$ cat config.mk
export PLATFORM = sky130hd
export DESIGN_NAME = vga_timing_gen
export DESIGN_NICKNAME = d
export VERILOG_FILES = /design/src/rtl/vga_timing_pkg.sv /design/src/rtl/vga_pix_tick_div.sv /design/src/rtl/vga_timing_gen.sv
export SDC_FILE = /design/constraint.sdc
export NUM_CORES = 1
export LEC_CHECK = 0
export ABC_CLOCK_PERIOD_IN_PS = 7600
export CORE_UTILIZATION = 40
export DETAILED_ROUTE_END_ITERATION = 7
export GPL_ROUTABILITY_DRIVEN = 0
export GPL_TIMING_DRIVEN = 1
export PLACE_DENSITY = 0.62
export RECOVER_POWER = 100
export SLEW_MARGIN = 25
export SYNTH_ARGS = -nofsm -noshare
export SYNTH_HDL_FRONTEND = slang
export SYNTH_SLANG_ARGS = --single-unit
$ cat constraint.sdc
create_clock -name clk -period 7.6 [get_ports clk]
set_clock_uncertainty 0.2 [all_clocks]
set_input_delay 1.9 -clock clk [delete_from_list [all_inputs] [get_ports clk]]
set_output_delay 1.9 -clock clk [all_outputs]
set_load 0.02 [all_outputs]
$ cat src/rtl/vga_timing_pkg.sv
// Shared 640x480 VGA timing constants and the sync/enable bundle.
//   Default timing (pixels/lines), derived totals and active-region start points.
//   timing_t carries {hs, vs, de} through the delay line and into the colour stage.
package vga_timing_pkg;

  localparam int unsigned CLK_DIV_DEF  = 4;
  localparam int unsigned H_SYNC_DEF   = 96;
  localparam int unsigned H_BP_DEF     = 48;
  localparam int unsigned H_ACT_DEF    = 640;
  localparam int unsigned H_FP_DEF     = 16;
  localparam int unsigned V_SYNC_DEF   = 2;
  localparam int unsigned V_BP_DEF     = 29;
  localparam int unsigned V_ACT_DEF    = 480;
  localparam int unsigned V_FP_DEF     = 10;
  localparam int unsigned PIPE_DLY_DEF = 1;

  localparam int unsigned H_TOTAL     = H_SYNC_DEF + H_BP_DEF + H_ACT_DEF + H_FP_DEF;
  localparam int unsigned V_TOTAL     = V_SYNC_DEF + V_BP_DEF + V_ACT_DEF + V_FP_DEF;
  localparam int unsigned H_ACT_START = H_SYNC_DEF + H_BP_DEF;
  localparam int unsigned V_ACT_START = V_SYNC_DEF + V_BP_DEF;

  // Syncs are active low; de is active high
  typedef struct packed {
    logic hs;
    logic vs;
    logic de;
  } timing_t;

  // Idle (blanked, syncs inactive) value used for reset and pipeline fill
  localparam timing_t TIMING_IDLE = '{hs: 1'b1, vs: 1'b1, de: 1'b0};

endpackage

$ cat src/rtl/vga_pix_tick_div.sv
// Pixel clock-enable divider: one-clk pix_tick every CLK_DIV system clocks.
//   clk         in   system clock
//   rst         in   asynchronous, active-high reset
//   pix_tick    out  registered enable, high while div_cnt == CLK_DIV-1
//   tick_next_c out  combinational look-ahead: pix_tick will be high next clk
module vga_pix_tick_div
  import vga_timing_pkg::*;
#(
  parameter int unsigned CLK_DIV = CLK_DIV_DEF
) (
  input  logic clk,
  input  logic rst,
  output logic pix_tick,
  output logic tick_next_c
);

  localparam int unsigned DW = $clog2(CLK_DIV);

  logic [DW-1:0] div_cnt;
  logic [DW-1:0] div_next;

  // Modulo-CLK_DIV count and tick look-ahead
  always_comb begin
    div_next = div_cnt + DW'(1);
    if (div_cnt == DW'(CLK_DIV - 1)) div_next = '0;
    tick_next_c = (div_next == DW'(CLK_DIV - 1));
  end

  always_ff @(posedge clk or posedge rst) begin
    if (rst) begin
      div_cnt  <= '0;
      pix_tick <= 1'b0;
    end else begin
      div_cnt  <= div_next;
      pix_tick <= tick_next_c;
    end
  end

endmodule

$ cat src/rtl/vga_timing_gen.sv
// VGA raster timing generator (sync -> back porch -> active -> front porch).
//   clk         in   system clock
//   rst         in   asynchronous, active-high reset
//   pix_tick    out  pixel clock enable, one clk every CLK_DIV clks
//   hs, vs      out  active-low syncs, delayed PIPE_DLY ticks
//   de          out  active-video enable, delayed PIPE_DLY ticks
//   x, y        out  active column/row, 0 outside active region, undelayed
//   line_start  out  pulse with the pix_tick on which h_cnt wraps to 0
//   frame_start out  pulse with the pix_tick on which h_cnt and v_cnt both wrap
module vga_timing_gen
  import vga_timing_pkg::*;
#(
  parameter int unsigned CLK_DIV  = CLK_DIV_DEF,
  parameter int unsigned H_SYNC   = H_SYNC_DEF,
  parameter int unsigned H_BP     = H_BP_DEF,
  parameter int unsigned H_ACT    = H_ACT_DEF,
  parameter int unsigned H_FP     = H_FP_DEF,
  parameter int unsigned V_SYNC   = V_SYNC_DEF,
  parameter int unsigned V_BP     = V_BP_DEF,
  parameter int unsigned V_ACT    = V_ACT_DEF,
  parameter int unsigned V_FP     = V_FP_DEF,
  parameter int unsigned PIPE_DLY = PIPE_DLY_DEF
) (
  input  logic       clk,
  input  logic       rst,
  output logic       pix_tick,
  output logic       hs,
  output logic       vs,
  output logic       de,
  output logic [9:0] x,
  output logic [9:0] y,
  output logic       line_start,
  output logic       frame_start
);

  localparam int unsigned HT      = H_SYNC + H_BP + H_ACT + H_FP;
  localparam int unsigned VT      = V_SYNC + V_BP + V_ACT + V_FP;
  localparam int unsigned HA_START = H_SYNC + H_BP;
  localparam int unsigned VA_START = V_SYNC + V_BP;
  localparam int unsigned HA_END   = HA_START + H_ACT;
  localparam int unsigned VA_END   = VA_START + V_ACT;
  // One spare value so the active-end bounds always fit
  localparam int unsigned HW = $clog2(HT + 1);
  localparam int unsigned VW = $clog2(VT + 1);

  logic          tick_next_c;
  logic [HW-1:0] h_cnt, h_next;
  logic [VW-1:0] v_cnt, v_next;
  logic          h_wrap, v_wrap, h_act, v_act;
  timing_t       raw_next, raw_q;
  logic [9:0]    x_next, y_next;

  vga_pix_tick_div #(.CLK_DIV(CLK_DIV)) u_div (
    .clk        (clk),
    .rst        (rst),
    .pix_tick   (pix_tick),
    .tick_next_c(tick_next_c)
  );

  // Next raster position and its decode
  always_comb begin
    h_wrap = (h_cnt == HW'(HT - 1));
    v_wrap = (v_cnt == VW'(VT - 1));
    h_next = h_wrap ? '0 : h_cnt + HW'(1);
    v_next = v_cnt;
    if (h_wrap) v_next = v_wrap ? '0 : v_cnt + VW'(1);
    h_act = (h_next >= HW'(HA_START)) && (h_next < HW'(HA_END));
    v_act = (v_next >= VW'(VA_START)) && (v_next < VW'(VA_END));
    raw_next.hs = (h_next >= HW'(H_SYNC));
    raw_next.vs = (v_next >= VW'(V_SYNC));
    raw_next.de = h_act && v_act;
    x_next = '0;
    y_next = '0;
    if (raw_next.de) begin
      x_next = 10'(h_next - HW'(HA_START));
      y_next = 10'(v_next - VW'(VA_START));
    end
  end

  // Counters and undelayed decode advance on pix_tick; start pulses ride with pix_tick
  always_ff @(posedge clk or posedge rst) begin
    if (rst) begin
      h_cnt       <= '0;
      v_cnt       <= '0;
      raw_q       <= TIMING_IDLE;
      x           <= '0;
      y           <= '0;
      line_start  <= 1'b0;
      frame_start <= 1'b0;
    end else begin
      line_start  <= tick_next_c && h_wrap;
      frame_start <= tick_next_c && h_wrap && v_wrap;
      if (pix_tick) begin
        h_cnt <= h_next;
        v_cnt <= v_next;
        raw_q <= raw_next;
        x     <= x_next;
        y     <= y_next;
      end
    end
  end

  // Sync/enable delay line to match colour pipeline latency
  if (PIPE_DLY == 0) begin : g_no_dly
    assign hs = raw_q.hs;
    assign vs = raw_q.vs;
    assign de = raw_q.de;
  end else begin : g_dly
    timing_t dly_q [PIPE_DLY];

    always_ff @(posedge clk or posedge rst) begin
      if (rst) begin
        for (int i = 0; i < int'(PIPE_DLY); i++) dly_q[i] <= TIMING_IDLE;
      end else if (pix_tick) begin
        dly_q[0] <= raw_q;
        for (int i = 1; i < int'(PIPE_DLY); i++) dly_q[i] <= dly_q[i-1];
      end
    end

    assign hs = dly_q[PIPE_DLY-1].hs;
    assign vs = dly_q[PIPE_DLY-1].vs;
    assign de = dly_q[PIPE_DLY-1].de;
  end

endmodule

==> out/results.ini <==
[run_status]
status = finished, violations left
violations = capacitance limit, slew limit

[sta]
hold_viol_final = 0
rsz0062_at_grt = false
slew_headroom_pct = -77.2
slew_violations = 109
fin_crit_ns = 4.77
max_clock_freq_mhz = 210
fin_setup_tns_ns = 0
tightest_slew_ns = 2.66
setup_viol = 0
finalCritPeriodShare_pct = 62.7
whs_ns = 0.248

[synth]
ys_seq_area_share_pct = 42.5
synth_seq_cells = 51
async_flop_share_pct = 100
syn-instance-count = 325
synth_top_area_share_pct = 39.0
synthTopCellsByArea = dfrtp_1, xnor2_1, inv_1
synth_cell_types = 56
synth.avg_cell_area_um2 = 9.27
syn_nets = 337
synth_area_mm2 = 0.00301
synth_area_leader_cell = dfrtp_1
yosysMostFrequentCell = dfrtp_1
yosys_warnings = 0
synth_common_cells = dfrtp_1, inv_1, xnor2_1, nand2_1
synth_edf_count = 0
synth_ff_type = dfrtp_1

[clock_network]
clk_pin_slew_ns = 0.09
postCtsSetupRepairBufs = 0
post_cts_resize_count = 0
cts_buffers = 5
clock_sinks = 51
ctsHtreeMaxLevel = 2
root_buffer = clkbuf_8
cts-hold-fix-buffers = 0
cts_buffer_depth = 2
clock_latency_ns = 0.31
cts_tree = built

[setup_path]
worst_setup_path_end_kind = primary output
path_cells = dlygate4sd3_1
max_stage_delay_ns = 1.53
critPathSlowestCell = dfrtp_1
crit_path_start_kind = flip-flop
crit_buf_inv = 1
crit_type = flip-flop to primary output
cp_top_family = flip-flops
worstPathRequired_ns = 5.50
worstPathArrival_ns = 2.67
critical_path.max_fanout = 56

[grt]
use_met1_pct = 20.7
grt_pass1_vias = 2177
grt_max_degree = 57
gr-total-overflow = 0
grtUsageMet2_pct = 29.1
grt_util_met3_pct = 2.89
grt_pass1_wl_um = 10100
busiest_layer = met2
grt_usage_pct = 16.5
grt_antenna_before_repair = 0

[drt]
drt_wl_total_um = 5890
postRouteAntennaNets = 0
drc = 0
drtIter0Drc = 82
viasPerCell = 5.17
wl_per_cell_um = 13.5
via_count = 2249
firstDrtPassIters = 6

[power_and_ir_drop]
combPwrFrac_pct = 1.2
vdd_drop_max_mv = 0.0804
p_leak_nw = 1.57
p_switching_mw = 0.0939
sw_frac_of_total_pct = 19.9
power.density_mw_per_mm2 = 140
p_clk_share_pct = 41.4
p_int_mw = 0.378
p_seq_share_pct = 57.4
finalPower_mw = 0.472

[worst_hold_path]
holdCritPathClass = flip-flop to flip-flop

[final_layout]
final_cells = 435
layout-drive-gt1-share_pct = 8.04
syn2layout_area_growth_pct = 12.2
final_area_mm2 = 0.00338
seqCellArea_mm2 = 0.00128
multi_input_area_mm2 = 0.00145
fill_cells = 728
nets = 347
diodes = 0

[place]
port-buffer-count = 27
dp.final_hpwl_um = 4130
dpl_cell_area_mm2 = 0.00329
placed_cells = 427

[floorplan]
core_region_area_mm2 = 0.00725
die_h_um = 88.8
dieWidth_um = 88.8
initial_utilization_pct = 41.5
rows = 31
ios = 28
die_area_mm2 = 0.00788

[run]
max_cap_viol_count = 2

## routing by layer
| metal | vias up | share of wire, % | routed length, um |
|---|---|---|---|
| met5 | - | 0 | 0 |
| met2 | 28 | 50 | 2940 |
| met4 | 0 | 0.76 | 45 |
| li1 | 1135 | - | - |
| met3 | 6 | 2.3 | 138 |
| met1 | 1080 | 47 | 2770 |
## area by class of cell
| type | instances | area share, % |
|---|---|---|
| multi-input cells | 213 | 42.8 |
| flip-flops and latches | 51 | 37.9 |
| repair buffers | 28 | 8.11 |
| inverters | 36 | 4.00 |
| well taps | 99 | 3.67 |
| clock buffers | 6 | 2.44 |
| clock inverters | 2 | 1.04 |
## per-stage QoR
stage	util [%]	worst slack (ns)
6_report	46.6	2.83
5_1_grt	46.6	2.15
4_1_cts	47.0	3.39
3_5_place_dp	45.4	3.73
3_3_place_gp	45.4	3.73
2_1_floorplan	-	4.28
## kinds of logic (layout without fill, tap and decap cells)
family	Yosys count	in the layout	synth area share, %
flip-flops	51	51	42.5
XOR/XNOR	31	31	9.01
buffers and inverters	61	72	8.64
AO/OA/AOI/OAI	64	64	13.5
adder cells (fa/ha/maj)	10	10	4.15
AND/OR/NAND/NOR	99	99	18.6
multiplexers	9	9	3.61
## power by group through the flow
stage	clock [mW]	sequential [mW]	combinational, mW
4_1_cts	0.203	0.271	0.00659
3_3_place_gp	0	0.277	0.00640
6_report	0.195	0.271	0.00555
5_1_grt	0.212	0.271	0.00700
3_5_place_dp	0	0.277	0.00661
2_1_floorplan	0	0.277	0.00395
## final timing paths
check,start,endpoint,slack (ns),depth (start not counted)
min in group asynchronous,rst,x[3]$_DFFE_PP0P_,2.82,3
worst min-delay path,u_div.div_cnt[0]$_DFF_PP0_,u_div.div_cnt[0]$_DFF_PP0_,0.25,1
worst max-delay path,u_div.pix_tick$_DFF_PP0_,pix_tick,2.83,1
worst min register to register,u_div.div_cnt[0]$_DFF_PP0_,u_div.div_cnt[0]$_DFF_PP0_,0.25,1
max in group asynchronous,rst,line_start$_DFF_PP0_,2.86,3
worst max register to register,h_cnt[0]$_DFFE_PP0P_,y[9]$_DFFE_PP0P_,3.25,11
## cell usage in the layout (no fill, tap or decap), drive strengths merged, types with 2 or more instances in the layout
cell type    instances
dfrtp               47
inv                 35
dlygate4sd3         27
xnor2               24
nand2               22
o22ai               21
nor2                21
a21oi               15
nand3               11
nor3                10
ha                  10
o21ai                9
mux2                 9
nand4                8
xor2                 7
clkbuf               7
and3                 5
dfstp                4
nor4                 4
o21a                 3
and2                 3
a31oi                2
nor2b                2
or2                  2
nor4b                2
clkinv               2
## registers in the layout, summed over array words and instances, names as in the netlist
| signal | flops |
|---|---|
| line_start | 1 |
| y | 10 |
| h_cnt | 10 |
| de | 1 |
| u_div.div_cnt | 2 |
| raw_q | 3 |
| hs | 1 |
| u_div.pix_tick | 1 |
| frame_start | 1 |
| x | 10 |
| vs | 1 |
| v_cnt | 10 |
Note: power is estimated with default switching activity, not from simulation.
